--- src/rtl/capture_wr_ctrl.sv ---
// Capture-side DDR write controller: buffers pixel words with per-frame slot addresses
// and drains them to the DDR write port over valid/ready, reporting per-frame completion.
module capture_wr_ctrl #(
   parameter int          FIFO_DEPTH   = 16,
   parameter int          FRAME_WORDS  = 38400,
   parameter int          ADDR_STEP    = 4,
   parameter logic [24:0] FRAME_STRIDE = 25'h25800
) (
   input  logic          p_clk,
   input  logic          rst,
   input  logic [127:0]  p_data,
   input  logic          data_valid,
   input  logic          frame_done,
   input  logic [2:0]    frame_slot,
   input  logic          hold,
   output logic          mem_wr_valid,
   output logic [24:0]   mem_wr_addr,
   output logic [127:0]  mem_wr_data,
   input  logic          mem_wr_ready,
   output logic          frame_wr_done,
   output logic [15:0]   frame_words,
   output logic          overflow,
   output logic          overrun,
   output logic          done_err
);

   localparam int PTR_W = $clog2(FIFO_DEPTH);
   localparam int CNT_W = PTR_W + 1;

   typedef struct packed {
      logic [24:0]  addr;
      logic [127:0] data;
   } entry_t;

   entry_t             mem [FIFO_DEPTH];
   entry_t             head;
   logic [PTR_W-1:0]   wr_ptr, rd_ptr;
   logic [CNT_W-1:0]   occ, occ_next;
   logic [CNT_W-1:0]   countdown;
   logic [24:0]        last_addr, base_addr, push_addr;
   logic [15:0]        word_cnt;
   logic               armed, pending;
   logic               accept, pop, push, full, at_limit;

   assign accept    = data_valid & ~hold;
   assign full      = (occ == CNT_W'(FIFO_DEPTH));
   assign at_limit  = (word_cnt == 16'(FRAME_WORDS));
   assign pop       = mem_wr_valid & mem_wr_ready;
   // A full FIFO still takes a word when the head leaves in the same cycle.
   assign push      = accept & ~at_limit & (~full | pop);

   assign base_addr = FRAME_STRIDE * 25'(frame_slot);
   assign push_addr = armed ? base_addr : last_addr + 25'(ADDR_STEP);

   // NOTE: every signal assigned in always_comb gets a default first, so no latch is inferred.
   always_comb begin
      occ_next = occ;
      case ({push, pop})
         2'b10:   occ_next = occ + 1'b1;
         2'b01:   occ_next = occ - 1'b1;
         default: occ_next = occ;
      endcase
   end

   // NOTE: the storage array is deliberately not reset; occupancy alone decides what is visible.
   always_ff @(posedge p_clk) begin
      if (push) mem[wr_ptr] <= '{addr: push_addr, data: p_data};
   end

   // NOTE: non-blocking assignments for all state; the later assignment wins, so frame_done re-arms
   // even when the same cycle's push cleared armed.
   always_ff @(posedge p_clk) begin
      if (rst) begin
         wr_ptr      <= '0;
         rd_ptr      <= '0;
         occ         <= '0;
         armed       <= 1'b1;
         last_addr   <= '0;
         word_cnt    <= '0;
         frame_words <= '0;
         pending     <= 1'b0;
         countdown   <= '0;
         overflow    <= 1'b0;
         overrun     <= 1'b0;
         done_err    <= 1'b0;
      end else begin
         occ <= occ_next;
         if (pop) rd_ptr <= rd_ptr + 1'b1;
         if (push) begin
            wr_ptr    <= wr_ptr + 1'b1;
            last_addr <= push_addr;
            armed     <= 1'b0;
         end
         if (accept & at_limit)                 overrun  <= 1'b1;
         if (accept & ~at_limit & full & ~pop)  overflow <= 1'b1;

         if (frame_done) begin
            // A word arriving with frame_done belongs to the ending frame.
            frame_words <= word_cnt + 16'(push);
            word_cnt    <= '0;
            armed       <= 1'b1;
            countdown   <= occ_next;
            pending     <= 1'b1;
            if (pending) done_err <= 1'b1;
         end else begin
            if (push) word_cnt <= word_cnt + 1'b1;
            if (pending) begin
               if (countdown == '0)  pending   <= 1'b0;
               else if (pop)         countdown <= countdown - 1'b1;
            end
         end
      end
   end

   assign head          = mem[rd_ptr];
   assign mem_wr_valid  = (occ != '0);
   assign mem_wr_addr   = mem_wr_valid ? head.addr : '0;
   assign mem_wr_data   = mem_wr_valid ? head.data : '0;
   assign frame_wr_done = pending & (countdown == '0);

endmodule

--- config.mk ---
export PLATFORM = sky130hd
export DESIGN_NAME = capture_wr_ctrl
export DESIGN_NICKNAME = d
export VERILOG_FILES = /design/src/rtl/capture_wr_ctrl.sv
export SDC_FILE = /design/constraint.sdc
export NUM_CORES = 2
export LEC_CHECK = 0
export BUFFER_PORTS_ARGS = -buffer_cell sky130_fd_sc_hd__buf_2
export CAP_MARGIN = 20
export CORE_UTILIZATION = 51
export DETAILED_ROUTE_END_ITERATION = 8
export GPL_ROUTABILITY_DRIVEN = 0
export GPL_TIMING_DRIVEN = 1
export PLACE_DENSITY = 0.78
export SLEW_MARGIN = 40
export SYNTH_ARGS = -nofsm -noshare
export SYNTH_HDL_FRONTEND = slang
export SYNTH_SLANG_ARGS = --single-unit
export TNS_END_PERCENT = 30
--- constraint.sdc ---
create_clock -name p_clk -period 43.5 [get_ports p_clk]
set_input_delay 8.7 -clock p_clk [delete_from_list [all_inputs] [get_ports p_clk]]
set_output_delay 8.7 -clock p_clk [all_outputs]
set_load 0.01 [all_outputs]
# == Word-level counts from Yosys, hierarchy flattened ==
# Memories as Yosys holds them, arrays and structs flattened. A register that Yosys moved wholly into a read port is not among the register bits.
# Cells that the tools add are included.
# word_totals
out_inout_bits,174
mem_bits_rw,2448
n_memories,1
ff_bits,80
in_bits,137
wordCells,62
# mem_list
name,depth,width,rd,rd_ports_with_merged_regs,write_ports,line_no,text
mem,16,153,1,1,1,35,entry_t mem [FIFO_DEPTH];
# op_classes
add_sub_neg,8
reduce_logical,7
bitwise,13
mul,1
mux,15
eq_ne,5
# ops
cell,count
$mux 128,1
$mux 25,2
$add 25x3->25 const B,1
$mux 5,4
$add 16x1->16,1
$add 16x1->16 const B,1
$eq 16x16->1 const B,1
$mul 7x3->10 const A,1
$pmux 5 s2,1
$sub 5x1->5 const B,2
$add 4x1->4 const B,2
$and 1x1->1,8
$mux 4,2
$add 5x1->5 const B,1
$eq 5x5->1 const B,1
$logic_not 5->1,1
$mux 1,5
$reduce_bool 5->1,1
$not 1->1,4
$reduce_bool 2->1,2
$reduce_and 3->1,1
$eq 2x1->1 const B,1
$eq 2x2->1 const B,1
$ne 2x2->1 const B,1
3 further kinds,3

# == Longest topological paths before layout ==
# logic_depth
depth_word,7
mapped_depth,16
depth_no_buf,13

# == Least setup slack after synthesis ==
# OpenSTA, ideal clock, no wires.
# synth_path
path_kind,input-to-reg
start,input data_valid
end,"memory mem[0][0] in the netlist's numbering, enable pin"
t_required_ps,42647
stages,7
setup_ps,853
path_buffers,1
arrival_time_ps,20109
slack_ps,22538
path_cell_list,nor2b_1 -> a21boi_2 -> nand2_1 -> inv_1 -> clkbuf_1 -> nand2_1 -> nor3_1
# synth_via
elab_chain_cells,5
# synth_rtl
element,line_no,text
from (decl),12,"input logic data_valid,"
$and 1x1->1,45,assign accept = data_valid & ~hold;
$and 1x1->1 (2 in a row),50,assign push = accept & ~at_limit & (~full | pop);
$mux 1,67,"if (push) mem[wr_ptr] <= '{addr: push_addr, data: p_data};"
$mux 1 (not written as such),67,
to (decl),35,
# No other way between the ends.

==> impl_metrics.json <==
{
  "status": "complete, no violations",
  "clock_path_buffers": 3,
  "die_area_sq_mm": 0.1925,
  "mostFrequentLayoutCell": "edfxtp_1",
  "grt_pass1_wl_mm": 322.1,
  "start_kind": "flip-flop",
  "cts_made_buffers": 235,
  "wirelength_mm": 221.4,
  "vdd_ir_drop_max_v": 0.00005317,
  "grt_pass1_vias": 47300,
  "drive_above_1_share_pct": 32.73,
  "cts_tree": "done",
  "min_period_ns": 15.52,
  "cts_root_buf": "clkbuf_16",
  "fin_cells": 7295,
  "syn_avg_cell_area_sq_um": 23.41,
  "mostFrequentLayoutCells": "edfxtp_1, mux4_2, buf_2",
  "critPathCaptureType": "output pin",
  "fmax_mhz": 64.44,
  "portBuffers": 310,
  "clkLatencyLatePin_ns": 0.88,
  "synthCells": 4155,
  "cts.clk_slew.worst_paths_ns": 0.06,
  "post_cts_buffers": 0,
  "setup-tns-final_ns": 0,
  "tightest_slew_ns": 0.8853,
  "coreArea_sq_mm": 0.1886,
  "worst_slack_ns": 27.98,
  "ys_seq_elements": 2532,
  "via_per_inst": 6.249,
  "hold_violations": 0,
  "whs_path_depth": 2,
  "yosys_warnings": 0,
  "synth_cell_types": 65,
  "hold_path_class": "reg2reg",
  "clock-sinks": 2532,
  "first_iter_violations": 5056,
  "numPlacedInstances": 6843,
  "via_count": 45580,
  "dpl_cell_area_sq_mm": 0.1023,
  "overflow": 0,
  "nets": 4745,
  "synth_edf_count": 2448,
  "cts_hold_buf": 0,
  "start_util_pct": 51.58,
  "utilization_pct": 58.20,
  "rsz0062_at_grt": "no",
  "clock_skew_ns": 0.04213,
  "syn-cell-area_sq_mm": 0.09728,
  "antenna_found_initial": 46,
  "worstPathRequired_ns": 34.80,
  "maxCapViolations": 0,
  "dp_hpwl_mm": 111.4,
  "arrival_ns": 6.82,
  "rr_worst_depth": 12,
  "critPathMaxFanout": 51,
  "die_h_um": 438.8,
  "drtAntennaViolNets": 0,
  "holdWs_ns": 0.4830,
  "h-tree-depth": 4,
  "track_usage_pct": 23.15,
  "dr.pass1.iters": 5,
  "rows": 159,
  "synth-seq-area-share_pct": 77.29,
  "drc_errors": 0,
  "cts_resized": 0,
  "ys_async_sr_fraction_pct": 0,
  "finalCritPeriodShare_pct": 35.67,
  "ios": 311,
  "relSlewSlack_pct": 40.98,
  "grt_max_degree": 91,
  "drt-wirelength-per-cell_um": 30.35,
  "final-setup-viol-count": 0,
  "post-place-ws_ns": 28.21,
  "synthesis.nets": 4314,
  "maxSlewViolCount": 0,
  "cellPowerDensity_mw_per_mm2": 52.89,
  "fin_area_sq_mm": 0.1098,
  "crit_type": "reg2out",
  "p_total_mw": 5.806,
  "leakagePower_nw": 33.54,
  "synthFlopType": "edfxtp_1",
  "area_delta_synth_final_pct": 12.83,
  "die_x_um": 438.8
}
==> worst paths after layout <==
kind	from	endpoint	slack, ns
max reg2reg	word_cnt[1]$_SDFFE_PP0P_	mem[4][10]$_DFFE_PP_	38.75
min	done_err$_SDFFE_PP0P_	done_err$_SDFFE_PP0P_	0.48
max	flip-flop	mem_wr_data[3]	27.98
min reg2reg	done_err$_SDFFE_PP0P_	done_err$_SDFFE_PP0P_	0.48
==> synth_stat cells (all sizes together), types with 4 or more instances <==
master	count	area, sq um
and3	8	50.05
a311oi	5	43.79
dfxtp	84	1682
mux2i	5	50.05
or4	11	82.58
a31oi	4	25.02
nand4	10	83.83
nor2b	11	68.82
o211ai	5	42.54
nand2b	6	37.54
mux4	765	17230
nor2	91	341.6
inv	14	52.55
buf	100	484.2
nand3	25	125.1
nand2	59	221.5
nor4	14	108.9
a211oi	12	90.09
edfxtp	2448	73510
nor3	11	55.05
and2	155	969.7
xor2	25	219.0
or3	12	76.33
o21ai	20	100.1
o31ai	5	37.54
xnor2	20	175.2
ha	21	262.8
a21oi	35	175.2
o31a	8	72.57
clkbuf	127	476.7
==> where the power goes <==
part,internal (mW),total [mW],switching [mW]
Clock,1.08,1.96,0.883
Combinational,0.527,1.12,0.596
Sequential,2.70,2.72,0.0228
==> worst max-delay path, cell delays in order, from the launching register on <==
cell and delay, ns:
dfxtp_4 0.82, buf_6 0.62, buf_6 0.34, buf_6 0.57
buf_6 0.58, buf_4 0.70, buf_6 0.64, mux4_2 0.60
mux4_2 0.50, and2_1 0.20, buf_2 0.15
==> cells by family (layout without fill, tap and decap cells) <==
kind of cell / Yosys count / count (layout) / share of synthesized area (%)
and+or+nand+nor: 427 / 427 / 2.404
muxes: 771 / 771 / 17.77
xor gates and xnor gates: 45 / 45 / 0.4051
buffers and inverters: 242 / 872 / 1.046
DFF: 2532 / 2532 / 77.29
AOI/OAI and AO/OA: 116 / 116 / 0.7910
adders and majority gates: 22 / 22 / 0.2907
other: 0 / 15 / 0
==> cell type report <==
type / instances / area [sq um]
clock buffers: 300 / 6206
flip-flops and latches: 2532 / 75210
well taps: 2495 / 3122
diodes: 15 / 37.54
inverters: 15 / 56.30
repair buffers: 421 / 2759
multi-input cells: 1381 / 21240
clock inverters: 136 / 1140
fillers: 12900 / 78830
==> flip-flops by register name, indices dropped and copies added, names as in the netlist, named ones only <==
signal and count:
countdown 5, mem 2448, wr_ptr 4, pending 1, frame_words 16, overflow 1, occ 5, overrun 1
done_err 1, armed 1, last_addr 25, rd_ptr 4, word_cnt 16
==> layer usage <==
metal	vias up	routed length, um	track usage (%)
met2	2316	112400	38.51
met3	402	19150	4.559
met5	-	236	0
li1	18550	-	-
met4	38	6578	7.368
met1	24280	83050	31.00
(Power assumes the default switching activity.)
